==> src/rtl/oled_i2c_arbiter_if.sv <==
// Bundle of requester-side and I2C-master-side signals of the OLED I2C arbiter.
// The slave modport is the arbiter's view; the master modport is the view of
// whatever drives the requests and models the I2C master.
interface oled_i2c_arbiter_if;
  logic [2:0]  req;
  logic [2:0]  req_rw;
  logic [20:0] req_chip_addr;
  logic [23:0] req_reg_addr;
  logic [23:0] req_wdata;
  logic [2:0]  grant;
  logic [2:0]  ack;
  logic        err;
  logic [7:0]  rdata;
  logic        busy;
  logic [6:0]  m_chip_addr;
  logic [7:0]  m_reg_addr;
  logic [7:0]  m_wdata;
  logic        m_write_en;
  logic        m_read_en;
  logic        m_done;
  logic        m_status;
  logic [7:0]  m_rdata;

  modport slave (
    input  req, req_rw, req_chip_addr, req_reg_addr, req_wdata,
    input  m_done, m_status, m_rdata,
    output grant, ack, err, rdata, busy,
    output m_chip_addr, m_reg_addr, m_wdata, m_write_en, m_read_en
  );

  modport master (
    output req, req_rw, req_chip_addr, req_reg_addr, req_wdata,
    output m_done, m_status, m_rdata,
    input  grant, ack, err, rdata, busy,
    input  m_chip_addr, m_reg_addr, m_wdata, m_write_en, m_read_en
  );
endinterface

==> src/rtl/oled_i2c_arbiter.sv <==
// Round-robin arbiter sharing one I2C master between three requesters.
// One transaction at a time: IDLE -> ISSUE (start pulse) -> WAIT (done or
// timeout) -> GAP (fixed idle spacing) -> IDLE. Every output is a register or
// a decode of the state register.
module oled_i2c_arbiter #(
  parameter int unsigned GAP_CYCLES     = 16,
  parameter logic [15:0] TIMEOUT_CYCLES = 16'hFFFF
) (
  input logic                 clk,
  input logic                 reset,
  oled_i2c_arbiter_if.slave   bus
);

  typedef enum logic [1:0] {IDLE, ISSUE, WAIT, GAP} state_t;

  state_t      state;
  state_t      state_next;
  logic [1:0]  ptr;
  logic        rw_q;
  logic [15:0] tcnt;
  logic [7:0]  gcnt;
  logic [2:0]  grant_q;
  logic [2:0]  ack_q;
  logic        err_q;
  logic [7:0]  rdata_q;
  logic [6:0]  chip_q;
  logic [7:0]  reg_q;
  logic [7:0]  wdata_q;

  logic        sel_valid;
  logic [1:0]  sel_idx;
  logic [2:0]  cand_sum;
  logic [1:0]  cand;
  logic [4:0]  chip_lsb;
  logic [4:0]  byte_lsb;
  logic        timeout_hit;
  logic        gap_last;

  assign timeout_hit = (tcnt == TIMEOUT_CYCLES - 16'd1);
  assign gap_last    = (gcnt == 8'(GAP_CYCLES - 1));
  assign chip_lsb    = {3'b000, sel_idx} * 5'd7;
  assign byte_lsb    = {sel_idx, 3'b000};

  // Pick the first pending requester at or after ptr, wrapping modulo 3.
  always_comb begin
    sel_valid = 1'b0;
    sel_idx   = '0;
    cand_sum  = '0;
    cand      = '0;
    for (int unsigned off = 0; off < 3; off++) begin
      cand_sum = {1'b0, ptr} + 3'(off);
      cand     = (cand_sum >= 3'd3) ? 2'(cand_sum - 3'd3) : cand_sum[1:0];
      if (!sel_valid && bus.req[cand]) begin
        sel_valid = 1'b1;
        sel_idx   = cand;
      end
    end
  end

  // State register.
  always_ff @(posedge clk or posedge reset) begin
    if (reset) state <= IDLE;
    else       state <= state_next;
  end

  // Next-state decode; m_done takes priority over a simultaneous timeout.
  always_comb begin
    state_next = state;
    unique case (state)
      IDLE:    if (sel_valid) state_next = ISSUE;
      ISSUE:   state_next = WAIT;
      WAIT:    if (bus.m_done || timeout_hit) state_next = GAP;
      GAP:     if (gap_last) state_next = IDLE;
      default: state_next = IDLE;
    endcase
  end

  // Grant/field latching, completion reporting and the two counters.
  always_ff @(posedge clk or posedge reset) begin
    if (reset) begin
      ptr     <= '0;
      rw_q    <= 1'b0;
      tcnt    <= '0;
      gcnt    <= '0;
      grant_q <= '0;
      ack_q   <= '0;
      err_q   <= 1'b0;
      rdata_q <= '0;
      chip_q  <= '0;
      reg_q   <= '0;
      wdata_q <= '0;
    end else begin
      ack_q <= '0;
      err_q <= 1'b0;
      unique case (state)
        IDLE: begin
          if (sel_valid) begin
            grant_q <= 3'b001 << sel_idx;
            ptr     <= (sel_idx == 2'd2) ? 2'd0 : sel_idx + 2'd1;
            rw_q    <= bus.req_rw[sel_idx];
            chip_q  <= bus.req_chip_addr[chip_lsb +: 7];
            reg_q   <= bus.req_reg_addr[byte_lsb +: 8];
            wdata_q <= bus.req_wdata[byte_lsb +: 8];
          end
        end
        ISSUE: tcnt <= '0;
        WAIT: begin
          if (bus.m_done) begin
            ack_q   <= grant_q;
            err_q   <= bus.m_status;
            if (rw_q) rdata_q <= bus.m_rdata;
            grant_q <= '0;
            gcnt    <= '0;
          end else if (timeout_hit) begin
            ack_q   <= grant_q;
            err_q   <= 1'b1;
            grant_q <= '0;
            gcnt    <= '0;
          end else begin
            tcnt <= tcnt + 16'd1;
          end
        end
        GAP: gcnt <= gcnt + 8'd1;
        default: ;
      endcase
    end
  end

  assign bus.grant       = grant_q;
  assign bus.ack         = ack_q;
  assign bus.err         = err_q;
  assign bus.rdata       = rdata_q;
  assign bus.busy        = (state != IDLE);
  assign bus.m_chip_addr = chip_q;
  assign bus.m_reg_addr  = reg_q;
  assign bus.m_wdata     = wdata_q;
  assign bus.m_write_en  = (state == ISSUE) && !rw_q;
  assign bus.m_read_en   = (state == ISSUE) && rw_q;

endmodule

==> src/flat_wrapper.sv <==
// flat-port wrapper written by rule: the top's interface ports become plain ports
module oled_i2c_arbiter_flat 
#(
  parameter int unsigned GAP_CYCLES     = 16,
  parameter logic [15:0] TIMEOUT_CYCLES = 16'hFFFF
)
  (clk, reset, bus_req, bus_req_rw, bus_req_chip_addr, bus_req_reg_addr, bus_req_wdata, bus_m_done, bus_m_status, bus_m_rdata, bus_grant, bus_ack, bus_err, bus_rdata, bus_busy, bus_m_chip_addr, bus_m_reg_addr, bus_m_wdata, bus_m_write_en, bus_m_read_en);
  oled_i2c_arbiter_if bus_i ();
  input logic clk;
  input logic reset;
  input wire logic [$bits(bus_i.req)-1:0] bus_req;
  input wire logic [$bits(bus_i.req_rw)-1:0] bus_req_rw;
  input wire logic [$bits(bus_i.req_chip_addr)-1:0] bus_req_chip_addr;
  input wire logic [$bits(bus_i.req_reg_addr)-1:0] bus_req_reg_addr;
  input wire logic [$bits(bus_i.req_wdata)-1:0] bus_req_wdata;
  input wire logic [$bits(bus_i.m_done)-1:0] bus_m_done;
  input wire logic [$bits(bus_i.m_status)-1:0] bus_m_status;
  input wire logic [$bits(bus_i.m_rdata)-1:0] bus_m_rdata;
  output wire logic [$bits(bus_i.grant)-1:0] bus_grant;
  output wire logic [$bits(bus_i.ack)-1:0] bus_ack;
  output wire logic [$bits(bus_i.err)-1:0] bus_err;
  output wire logic [$bits(bus_i.rdata)-1:0] bus_rdata;
  output wire logic [$bits(bus_i.busy)-1:0] bus_busy;
  output wire logic [$bits(bus_i.m_chip_addr)-1:0] bus_m_chip_addr;
  output wire logic [$bits(bus_i.m_reg_addr)-1:0] bus_m_reg_addr;
  output wire logic [$bits(bus_i.m_wdata)-1:0] bus_m_wdata;
  output wire logic [$bits(bus_i.m_write_en)-1:0] bus_m_write_en;
  output wire logic [$bits(bus_i.m_read_en)-1:0] bus_m_read_en;
  assign bus_i.req = bus_req;
  assign bus_i.req_rw = bus_req_rw;
  assign bus_i.req_chip_addr = bus_req_chip_addr;
  assign bus_i.req_reg_addr = bus_req_reg_addr;
  assign bus_i.req_wdata = bus_req_wdata;
  assign bus_i.m_done = bus_m_done;
  assign bus_i.m_status = bus_m_status;
  assign bus_i.m_rdata = bus_m_rdata;
  assign bus_grant = bus_i.grant;
  assign bus_ack = bus_i.ack;
  assign bus_err = bus_i.err;
  assign bus_rdata = bus_i.rdata;
  assign bus_busy = bus_i.busy;
  assign bus_m_chip_addr = bus_i.m_chip_addr;
  assign bus_m_reg_addr = bus_i.m_reg_addr;
  assign bus_m_wdata = bus_i.m_wdata;
  assign bus_m_write_en = bus_i.m_write_en;
  assign bus_m_read_en = bus_i.m_read_en;
  oled_i2c_arbiter #(.GAP_CYCLES(GAP_CYCLES), .TIMEOUT_CYCLES(TIMEOUT_CYCLES)) u_core (.clk(clk), .reset(reset), .bus(bus_i));
endmodule
==> config.mk <==
export PLATFORM = sky130hd
export DESIGN_NAME = oled_i2c_arbiter_flat
export DESIGN_NICKNAME = d
export VERILOG_FILES = /design/src/rtl/oled_i2c_arbiter_if.sv /design/src/rtl/oled_i2c_arbiter.sv /design/src/flat_wrapper.sv
export SDC_FILE = /design/constraint.sdc
export NUM_CORES = 1
export LEC_CHECK = 0
export BUFFER_PORTS_ARGS = -buffer_cell sky130_fd_sc_hd__buf_2
export CAP_MARGIN = 20
export CORE_MARGIN = 2
export CORE_UTILIZATION = 30
export CTS_CLUSTER_DIAMETER = 120
export DETAILED_ROUTE_END_ITERATION = 10
export GPL_ROUTABILITY_DRIVEN = 0
export PLACE_DENSITY = 0.5
export SYNTH_ARGS = -nofsm -noshare
export SYNTH_HDL_FRONTEND = slang
export SYNTH_SLANG_ARGS = --single-unit
export TNS_END_PERCENT = 50
==> constraint.sdc <==
create_clock -name clk -period 2.7 [get_ports clk]
set_input_delay 0.27 -clock clk [delete_from_list [all_inputs] [get_ports clk]]
set_output_delay 0.27 -clock clk [all_outputs]
set_load 0.005 [all_outputs]
==> out/qor.csv, run 1 <==
stage,metric,value,unit
run_status,outcome,"finished, final reports clean",
layout,fin_cells,670,
global_route,grt_pass1_wl,15.8,mm
sta,tns,0,ps
logic_synthesis,async_flop_share,100,%
logic_synthesis,netlist.area_leader.share,44.2,%
sta,worstMarginPinSlew,720,ps
logic_synthesis,ys_top_cells_by_area,"dfrtp_1 44%, o221ai_2 7.5%, mux2i_1 7.4%",
sta,slew_headroom,51.9,%
logic_synthesis,synthTopCellsByCount,"67 x dfrtp_1, 44 x nand2_1, 38 x inv_1",
worst_setup_path,r2r_cells,7,
logic_synthesis,yosysMostFrequentCell,dfrtp_1,
sta,rsz0062_at_grt,no,
worst_setup_path,setup.worst_path.class,flop to flop,
worst_setup_path,r2r_slack,220,ps
logic_synthesis,ys_seq_area_share,44.2,%
power,leakage,0.00243,uW
worst_setup_path,worstSetupStartpoint,u_core.ptr[1]$_DFFE_PP0P_,
clock_network,cts_made_buffers,9,
job,max-cap-violations,0,
clock_network,cts_setup_buffers,0,
logic_synthesis,synth_edf_count,0,
floorplanning,coreArea,12500,sq um
floorplanning,die_w,117,um
floorplanning,fp.dieH,117,um
layout,syn2layout_area_growth,28.3,%
sta,setup-violations-final,0,
logic_synthesis,postSynthCellCount,367,
sta,max_freq,403,MHz
clock_network,path_clk_slew,50,ps
layout,layout-drive-gt1-share,37.6,%
logic_synthesis,yosysUniqueCellTypes,52,
worst_setup_path,r2r_start,u_core.ptr[1]$_DFFE_PP0P_,
clock_network,htreeDepth,3,
clock_network,cts_hold_buf,0,
logic_synthesis,ys.flop_type,dfrtp_1,
floorplanning,io_pins,128,
clock_network,cts_tree,done,
floorplanning,dieArea,13600,sq um
logic_synthesis,synth_warnings,0,
worst_setup_path,critPathLaunchType,flop,
sta,post-route-min-period,2480,ps
logic_synthesis,synthesis.nets,465,
sta,hold_viol,0,
worst_setup_path,endpoint_kind,flop,
logic_synthesis,syn_area,3800,sq um
sta,post-route-period-util,92.0,%
worst_setup_path,crit_end,u_core.bus.grant[2]$_DFFE_PP0P_,
floorplanning,start_util,30.5,%
placed_design,dp_cells,656,
worst_setup_path,r2r_end,u_core.bus.grant[2]$_DFFE_PP0P_,
worst_setup_path,crit_arrival,2710,ps
global_route,antenna_found_initial,0,
global_route,use_met1,19.1,%
min_path,min_path_type,input port to asynchronous set/reset pin,
route,remaining_drc_errors,0,
logic_synthesis,syn_area_per_cell,10.3,sq um
global_route,grt_pass1_vias,3204,
layout,n_antenna_cell,0,
sta,clock-skew-final,11.0,ps
route,drt_wl_total,9.46,mm
clock_network,cts_resized,0,
clock_network,clock_latency,320,ps
floorplanning,rows,41,
route,ant_nets,0,
worst_setup_path,path_cells,inv_1 -> ha_1 -> mux2i_1 -> o21ai_0 -> o21bai_1 -> a21o_4 -> o32ai_2,
global_route,grt_max_degree,68,
worst_setup_path,required,2920,ps
layout,layout.nets,593,
global_route,grt_util_all_layers,14.8,%
worst_setup_path,critPathMaxStageDelay,510,ps
power,p_per_area,1080,nW/um^2
placed_design,dp_hpwl,6.88,mm
placed_design,port_buffers,127,
global_route,use_met2,24.8,%
logic_synthesis,synth_area_leader_cell,dfrtp_1,
power,irDropWorstVdd,0.000382,V
global_route,gr-max-usage-layer,met2,
global_route,gr-usage-met3,2.49,%
route,drtIter0Drc,99,
route,wl_per_cell,14.1,um
worst_setup_path,cp_max_fo,25,
clock_network,cts_buffer_depth,2,
sta,drv_slew,0,
global_route,grt_overflow,0,
worst_setup_path,slowest_stage,o21ai_0,
clock_network,clock_sinks,67,
route,vias,3114,
clock_network,clockRootBuffer,clkbuf_16,
route,first_pass_iters,4,
route,via_per_inst,4.65,
logic_synthesis,ys_seq_elements,67,
[sequential cells by signal, indices dropped and copies added, names as in the netlist, 3 cells and up]
signal	flops
u_core.bus.m_wdata	8
u_core.gcnt	8
u_core.tcnt	16
u_core.bus.grant	3
u_core.bus.ack	3
u_core.bus.m_reg_addr	8
u_core.bus.m_chip_addr	7
u_core.bus.rdata	8
[critical path: cells and delay by family, from the launching register on]
kind / cells / cell delay, ps
muxes: 1 / 140
adders and majority gates: 1 / 340
DFF: 1 / 400
AOI/OAI and AO/OA: 4 / 1410
buffers and inverters: 1 / 90
[cell usage in the layout, fill, tap and decap left out, drive strengths merged, types with 2 or more instances in the layout]
| cell type | Yosys | routed |
|---|---|---|
| ha | 11 | 11 |
| clkbuf | 1 | 11 |
| o31ai | 3 | 3 |
| nor4 | 4 | 4 |
| and3 | 4 | 4 |
| xor2 | 5 | 5 |
| nor2b | 4 | 4 |
| o221ai | 25 | 25 |
| o21ai | 18 | 18 |
| dfrtp | 67 | 67 |
| nand2 | 44 | 44 |
| o211ai | 3 | 3 |
| nor2 | 25 | 25 |
| buf | 14 | 132 |
| a21oi | 9 | 9 |
| clkinv | 0 | 2 |
| mux2 | 8 | 8 |
| nand3 | 9 | 9 |
| nand2b | 2 | 2 |
| o2bb2ai | 2 | 2 |
| or3 | 4 | 4 |
| nand4 | 6 | 6 |
| nand3b | 4 | 4 |
| mux2i | 28 | 28 |
| inv | 39 | 39 |
| xnor2 | 8 | 8 |
| nor3 | 5 | 5 |
[area by class of cell]
cell class                 count  area [sq um]
sequential                    67          1680
clock buffer                  11           233
multi-input combinational    246          1870
inverter                      39           146
fill                        1270          7590
timing repair buffer         132           711
tap                          172           215
clock inverter                 3          17.5
[per-stage QoR]
stage	setup WS, ps	util (%)	hold WS (ps)	total power, uW	cell area [sq um]
6_report	216	39.1	20.5	5260	4870
3_3_place_gp	329	37.1	384	4250	4620
2_1_floorplan	487	-	357	3520	3800
5_1_grt	13.0	39.1	64.1	5680	4870
4_1_cts	193	39.1	31.3	5350	4870
3_5_place_dp	221	37.1	384	4310	4620
[worst min path at each step]
stage                     slack (ps)  startpoint                                    end
final                             20       reset        u_core.bus.rdata[5]$_DFFE_PP0P_
after global routing              60       reset        u_core.bus.rdata[6]$_DFFE_PP0P_
after CTS                         30       reset  u_core.bus.m_chip_addr[2]$_DFFE_PP0P_
after detailed placement         380       reset  u_core.bus.m_chip_addr[6]$_DFFE_PP0P_
after global placement           380       reset        u_core.bus.rdata[4]$_DFFE_PP0P_
after floorplan                  360  bus_m_done               u_core.bus.err$_DFF_PP0_
[routing by layer]
metal / up-vias / routed length (um)
met2: 77 / 4570
met4: 0 / 201
met1: 1468 / 4280
li1: 1556 / -
met3: 13 / 402
met5: - / 0
[report_power, final]
part / leakage [uW] / internal (uW) / total, uW / switching, uW
combinational: 0.00144 / 1210 / 2720 / 1510
sequential: 0.000869 / 1340 / 1530 / 192
clock: 0.000121 / 607 / 1010 / 405
total: 0.00243 / 3150 / 5260 / 2110
[cell families after synthesis]
group,after synthesis,share of synthesized area [%]
compound gates,69,17.6
xor+xnor,13,3.00
fa+ha+maj,11,3.62
buf+inv,54,6.92
flops,67,44.2
mux,36,9.75
simple gates,117,15.0
(Power assumes the default switching activity.)
==> inputs of run 2 (changes only) <==
--- a/config.mk
+++ b/config.mk
@@ -13,6 +13,7 @@
 export DETAILED_ROUTE_END_ITERATION = 10
 export GPL_ROUTABILITY_DRIVEN = 0
 export PLACE_DENSITY = 0.5
+export SETUP_SLACK_MARGIN = 0.4
 export SYNTH_ARGS = -nofsm -noshare
 export SYNTH_HDL_FRONTEND = slang
 export SYNTH_SLANG_ARGS = --single-unit
==> run 2 against run 1 <==
Against the previous run:
- wire length grew 6.6%
- final area up 4.4%
- clock skew about the same
- global-route usage rose by 0.058 points
- combinational power grew 17%
- clock power is essentially flat
- count of clock-buffer cells in the layout did not move
- core utilization grew 1.7 points
- final cell count increased by 1.8%
- first-iteration DRC count increased by 15%
- worst setup slack gained 240 ps
- largest power group unchanged
==> out/qor.csv, run 2 (same netlist as run 1, synthesis figures left out) <==
stage,metric,value,unit,change
clock_network,cts_buffer_depth,2,,unchanged
route,remaining_drc_errors,0,,unchanged
worst_setup_path,critPathLaunchType,flop,,
layout,fillers,1251,,-1.5%
power,p_per_area,1130,nW/um^2,+4.3%
clock_network,clockRootBuffer,clkbuf_16,,
placed_design,place_worst_setup_slack,221,ps,unchanged
layout,layout-drive-gt1-share,41.2,%,+3.6 points
power,internal-power,3440,uW,+9.3%
worst_setup_path,cp_max_fo,12,,-52%
route,ant_nets,0,,unchanged
floorplanning,coreArea,12500,sq um,unchanged
route,first_pass_iters,5,,+1
clock_network,cts_tree,done,,
worst_setup_path,crit_arrival,2480,ps,-230 ps
worst_setup_path,path_cells,buf_4 -> ha_4 -> mux2i_2 -> o221ai_1 -> o21bai_2 -> buf_4 -> a21o_4 -> o221ai_2,,
sta,clock-skew-final,10.7,ps,-0.290 ps
clock_network,cts_hold_buf,0,,unchanged
clock_network,htreeDepth,3,,unchanged
clock_network,path_clk_slew,60,ps,about the same
layout,max_flop_register,u_core.tcnt,,
worst_setup_path,slowest_stage,dfrtp_1,,
layout,fin_cells,682,,+1.8%
layout,final_util,40.8,%,+1.7 points
sta,post-route-min-period,2240,ps,-242 ps
sta,hold_viol,0,,unchanged
global_route,grt_pass1_vias,3218,,+0.44%
power,irDropWorstVdd,0.000365,V,-4.2%
sta,post-route-period-util,83.0,%,-9.0 points
worst_setup_path,required,2940,ps,+20 ps
layout,layout.nets,605,,+2.0%
global_route,grt_pass1_wl,15.9,mm,+0.39%
route,vias,3204,,+2.9%
floorplanning,io_pins,128,,unchanged
layout,n_antenna_cell,0,,unchanged
worst_setup_path,r2r_slack,460,ps,+240 ps
worst_setup_path,crit_top_cell,buf_4,,
power,swShare,39.9,%,-0.19 points
sta,drv_slew,0,,unchanged
floorplanning,die_w,117,um,unchanged
min_path,min_path_type,input port to asynchronous set/reset pin,,
power,pwr-share-seq,26.8,%,-2.3 points
sta,slew_headroom,51.8,%,-0.061 points
floorplanning,fp.dieH,117,um,unchanged
worst_setup_path,r2r_cells,8,,+1
route,drt_wl_total,10.1,mm,+6.6%
sta,setup_ws,459,ps,+242 ps
floorplanning,start_util,30.5,%,unchanged
worst_setup_path,critPathMaxStageDelay,400,ps,-110 ps
layout,layout_common_cells,"127 x buf_2, 66 x dfrtp_1, 43 x nand2_1, 37 x inv_1, 26 x mux2i_1",,
global_route,grt_max_degree,68,,unchanged
sta,worstMarginPinSlew,721,ps,+0.907 ps
worst_setup_path,endpoint_kind,flop,,
placed_design,dp_hpwl,6.88,mm,unchanged
layout,largest_register_ffs,16,,unchanged
global_route,grt_overflow,0,,unchanged
layout,syn2layout_area_growth,33.9,%,
sta,rsz0062_at_grt,no,,
placed_design,dp_cells,656,,unchanged
global_route,grt_util_all_layers,14.9,%,+0.058 points
route,via_per_inst,4.70,,+1.1%
worst_setup_path,r2r_end,u_core.bus.m_reg_addr[6]$_DFFE_PP0P_,,
clock_network,cts_made_buffers,9,,unchanged
layout,final_common_cell,buf_2,,
floorplanning,dieArea,13600,sq um,unchanged
sta,setup-violations-final,0,,unchanged
power,p_comb_share,55.5,%,+3.8 points
worst_setup_path,setup.worst_path.class,flop to flop,,
route,drtIter0Drc,114,,+15%
power,p_clk_share,17.7,%,-1.6 points
global_route,antenna_found_initial,0,,unchanged
floorplanning,rows,41,,unchanged
clock_network,clock_latency,320,ps,about the same
sta,tns,0,ps,unchanged
worst_setup_path,r2r_start,u_core.ptr[1]$_DFFE_PP0P_,,
run_status,outcome,"finished, final reports clean",,
power,switchingPower,2280,uW,+8.4%
sta,max_freq,446,MHz,+11%
clock_network,clock_sinks,67,,unchanged
job,max-cap-violations,0,,unchanged
route,wl_per_cell,14.8,um,+4.7%
placed_design,port_buffers,127,,unchanged
power,leakage,0.00252,uW,+3.4%
## run 2: cell types whose count changed in the layout (fill, tap and decap cells not counted), sizes merged
cell / delta
clkbuf: +2
buf: +9
a21o: +1
## run 2: cell type report
type / count / area [sq um] / area share, %
inverter: 39 / 146 / 2.88
timing repair buffer: 143 / 832 / 16.4
sequential: 67 / 1680 / 33.0
multi-input combinational: 247 / 1960 / 38.6
clock buffer: 11 / 233 / 4.58
tap: 172 / 215 / 4.23
clock inverter: 3 / 17.5 / 0.344
## run 2: power by group through the flow
| stage | combinational [uW] | clock [uW] | sequential [uW] |
|---|---|---|---|
| 2_1_floorplan | 1980 | 0 | 1540 |
| 4_1_cts | 2810 | 1050 | 1540 |
| 6_report | 3180 | 1010 | 1540 |
| 3_3_place_gp | 2700 | 0 | 1540 |
| 3_5_place_dp | 2770 | 0 | 1540 |
| 5_1_grt | 3490 | 1090 | 1580 |
## run 2: how the worst max path moves through the flow
stage | start | to | slack [ps] | cells after the start
finish | u_core.ptr[1]$_DFFE_PP0P_ | u_core.bus.m_reg_addr[6]$_DFFE_PP0P_ | 460 | 8
global route | u_core.ptr[1]$_DFFE_PP0P_ | u_core.bus.m_wdata[3]$_DFFE_PP0P_ | 400 | 8
CTS | u_core.ptr[0]$_DFFE_PP0P_ | u_core.bus.grant[2]$_DFFE_PP0P_ | 410 | 7
detailed placement | u_core.ptr[1]$_DFFE_PP0P_ | u_core.bus.grant[2]$_DFFE_PP0P_ | 220 | 7
global placement | u_core.ptr[1]$_DFFE_PP0P_ | u_core.bus.grant[2]$_DFFE_PP0P_ | 330 | 7
floorplan | u_core.ptr[0]$_DFFE_PP0P_ | u_core.bus.m_chip_addr[0]$_DFFE_PP0P_ | 490 | 8
## run 2: repair_timing
item | 4_1_cts | 5_1_grt
endpoints found under the setup margin | 31 | 37
resized for setup | 7 | 13
setup buffers | 1 | 7
pin swaps | 2 | 5
gates cloned | 0 | 4
endpoints found under the hold margin | 0 | 0
## run 2: routing by layer
metal  track usage (%)  part of all wire (%)  up-vias
met5                 0                     0        -
met4              6.11                   2.0        0
met3              2.49                   4.2       13
met2              24.9                    48       80
met1              19.2                    46     1530
li1                  -                     -     1581
## run 2: worst max-delay path: cells and delay by family, from the launching register on
family / cells / cell delay [ps]
compound gates: 4 / 860
mux: 1 / 240
flops: 1 / 400
fa+ha+maj: 1 / 330
buf+inv: 2 / 340
## run 2: metrics by stage
step	power, uW	area (sq um)	hold WS, ps
global route	6160	5090	65.2
detailed placement	4310	4620	384
floorplan	3520	3800	357
global placement	4250	4620	384
CTS	5400	4900	31.3
finish	5730	5090	14.1
==> inputs of run 3 (changes only) <==
--- a/config.mk
+++ b/config.mk
@@ -12,7 +12,7 @@
 export CTS_CLUSTER_DIAMETER = 120
 export DETAILED_ROUTE_END_ITERATION = 10
 export GPL_ROUTABILITY_DRIVEN = 0
-export PLACE_DENSITY = 0.5
+export PLACE_DENSITY = 0.52
 export SETUP_SLACK_MARGIN = 0.4
 export SYNTH_ARGS = -nofsm -noshare
 export SYNTH_HDL_FRONTEND = slang
==> constraint.sdc (replaced) <==
create_clock -name clk -period 2.05 [get_ports clk]
set_input_delay 0.205 -clock clk [delete_from_list [all_inputs] [get_ports clk]]
set_output_delay 0.205 -clock clk [all_outputs]
set_load 0.005 [all_outputs]
==> run 3 against run 2 <==
Against the previous run:
- the flow now finishes with violations (setup timing)
- via count grew 7.1%
- sequential share of layout area is 4.7 points lower
- die area stayed put
- register-to-register slack got worse by 640 ps
==> out/qor.csv, run 3 (same netlist as run 1, synthesis figures left out) <==
stage,metric,value,unit,change
clock_network,clock_latency,340,ps,+20 ps
floorplanning,die_w,117,um,unchanged
layout,layout.nets,650,,+7.4%
sta,worstMarginPinSlew,610,ps,-112 ps
placed_design,port_buffers,127,,unchanged
layout,max_flop_register,u_core.tcnt,,
route,wl_per_cell,14.7,um,-0.85%
global_route,use_met2,28.2,%,+3.3 points
floorplanning,start_util,30.5,%,unchanged
route,via_per_inst,4.71,,+0.21%
clock_network,clock_sinks,67,,unchanged
layout,fin_area,5920,sq um,+16%
sta,hold_viol,0,,unchanged
global_route,gr-max-usage-layer,met2,,
sta,max_freq,448,MHz,+0.38%
power,internal-power,5900,uW,+71%
global_route,antenna_found_initial,0,,unchanged
sta,post-route-period-util,109,%,+26 points
power,p_clk_share,18.6,%,+0.9 points
power,swShare,37.2,%,-2.6 points
route,vias,3432,,+7.1%
floorplanning,dieArea,13600,sq um,unchanged
worst_setup_path,endpoint_kind,flop,,
global_route,grt_overflow,0,,unchanged
sta,tns,-4050,ps,-4050 ps
power,p_comb_share,59.8,%,+4.3 points
placed_design,place_area,4960,sq um,+7.4%
layout,layout-drive-gt1-share,52.4,%,+11 points
worst_setup_path,required,2270,ps,-670 ps
run_status,outcome,"finished, violations left",,
clock_network,htreeDepth,3,,unchanged
power,pwr-share-seq,21.6,%,-5.2 points
clock_network,cts_buffer_depth,2,,unchanged
layout,final_common_cell,buf_2,,
layout,syn2layout_area_growth,55.9,%,
sta,setup-violations-final,30,,+30
floorplanning,fp.dieH,117,um,unchanged
clock_network,path_clk_slew,60,ps,about the same
run_status,violations,setup timing,,
route,first_pass_iters,4,,-1
layout,n_antenna_cell,0,,unchanged
worst_setup_path,critPathLaunchType,flop,,
floorplanning,io_pins,128,,unchanged
global_route,grt_pass1_vias,3546,,+10%
job,max-cap-violations,0,,unchanged
sta,fin_hold_ws,99.0,ps,+84.9 ps
global_route,gr-usage-met3,3.17,%,+0.67 points
route,ant_nets,0,,unchanged
placed_design,place_worst_setup_slack,-255,ps,-476 ps
sta,clock-skew-final,7.27,ps,-3.39 ps
floorplanning,coreArea,12500,sq um,unchanged
power,p_per_area,1590,nW/um^2,+41%
sta,setup_ws,-183,ps,-642 ps
sta,post-route-min-period,2230,ps,-8.38 ps
power,irDropWorstVdd,0.000816,V,+120%
global_route,use_met1,21.3,%,+2.2 points
worst_setup_path,setup.worst_path.class,flop to flop,,
sta,slew_headroom,59.3,%,+7.5 points
clock_network,cts_made_buffers,9,,unchanged
worst_setup_path,crit_arrival,2450,ps,-30 ps
power,leakage,0.00290,uW,+15%
min_path,min_path_type,input port to flop,,
placed_design,dp_hpwl,7.63,mm,+11%
floorplanning,rows,41,,unchanged
layout,layout_common_cells,"127 x buf_2, 67 x dfrtp_1, 41 x nand2_1, 35 x buf_4, 34 x inv_1",,
power,switchingPower,3500,uW,+53%
layout,largest_register_ffs,16,,unchanged
power,p_total,9400,uW,+64%
clock_network,clockRootBuffer,clkbuf_16,,
global_route,grt_max_degree,31,,-54%
global_route,grt_pass1_wl,17.6,mm,+11%
route,remaining_drc_errors,0,,unchanged
route,drt_wl_total,10.7,mm,+6.0%
worst_setup_path,cp_max_fo,15,,+3
route,drtIter0Drc,91,,-20%
global_route,grt_util_all_layers,16.7,%,+1.9 points
sta,drv_slew,0,,unchanged
sta,rsz0062_at_grt,yes,,
clock_network,cts_tree,done,,
run 3: timing repair:
action / CTS / global route
pin swaps: 61 / 20
endpoints found under the setup margin: 56 / 68
hold buffers: 1 / 0
endpoints found under the hold margin: 24 / 0
cloned: 3 / 0
buffers inserted: 16 / 3
resized for setup: 68 / 19
run 3: power by group through the flow:
stage,registers (uW),logic [uW],clock network (uW)
floorplan,2030,2720,0
global placement,2040,4140,0
finish,2030,5620,1750
global route,2090,6110,1820
CTS,2030,5430,1770
detailed placement,2030,4240,0
run 3: cell type report:
type | instances | area [sq um]
sequential | 67 | 1680
multi-input combinational | 246 | 2230
tap | 172 | 215
clock inverter | 5 | 83.8
clock buffer | 11 | 253
timing repair buffer | 189 | 1320
inverter | 39 | 153
fill | 1160 | 6540
run 3: stage by stage:
step / std cells / util [%]
after global placement: 690 / 39.8
after CTS: 726 / 46.7
after global routing: 729 / 47.5
after floorplan: 367 / -
final: 729 / 47.5
after detailed placement: 690 / 39.8
run 3: per-layer routing:
| layer | part of all wire [%] | routed length, um | up-vias |
|---|---|---|---|
| li1 | - | - | 1672 |
| met1 | 45 | 4810 | 1649 |
| met2 | 49 | 5190 | 95 |
| met3 | 4.7 | 507 | 16 |
| met4 | 1.8 | 189 | 0 |
| met5 | 0 | 0 | - |
run 3: worst max-delay path: stages, from the launching register on:
cell      delay (ps)
dfrtp_1          430
buf_6            140
ha_4             180
mux2i_4          200
o21ai_4          240
a21oi_2           70
o22ai_4          250
buf_12           210
mux2i_1          270
o221ai_2         110
run 3: path summary, 6_finish.rpt:
check | start | endpoint | slack (ps) | cells past startpoint
max in group asynchronous | reset | u_core.tcnt[5]$_DFFE_PP0P_ | 980 | 4
worst min-delay path | bus_m_rdata[1] | u_core.bus.rdata[1]$_DFFE_PP0P_ | 100 | 2
worst max-delay path | u_core.ptr[0]$_DFFE_PP0P_ | u_core.bus.m_wdata[3]$_DFFE_PP0P_ | -180 | 9
min in group asynchronous | reset | u_core.bus.rdata[4]$_DFFE_PP0P_ | 490 | 3
worst max register to register | u_core.ptr[0]$_DFFE_PP0P_ | u_core.bus.m_wdata[3]$_DFFE_PP0P_ | -180 | 9
worst min register to register | u_core.bus.m_reg_addr[2]$_DFFE_PP0P_ | u_core.bus.m_reg_addr[2]$_DFFE_PP0P_ | 480 | 2
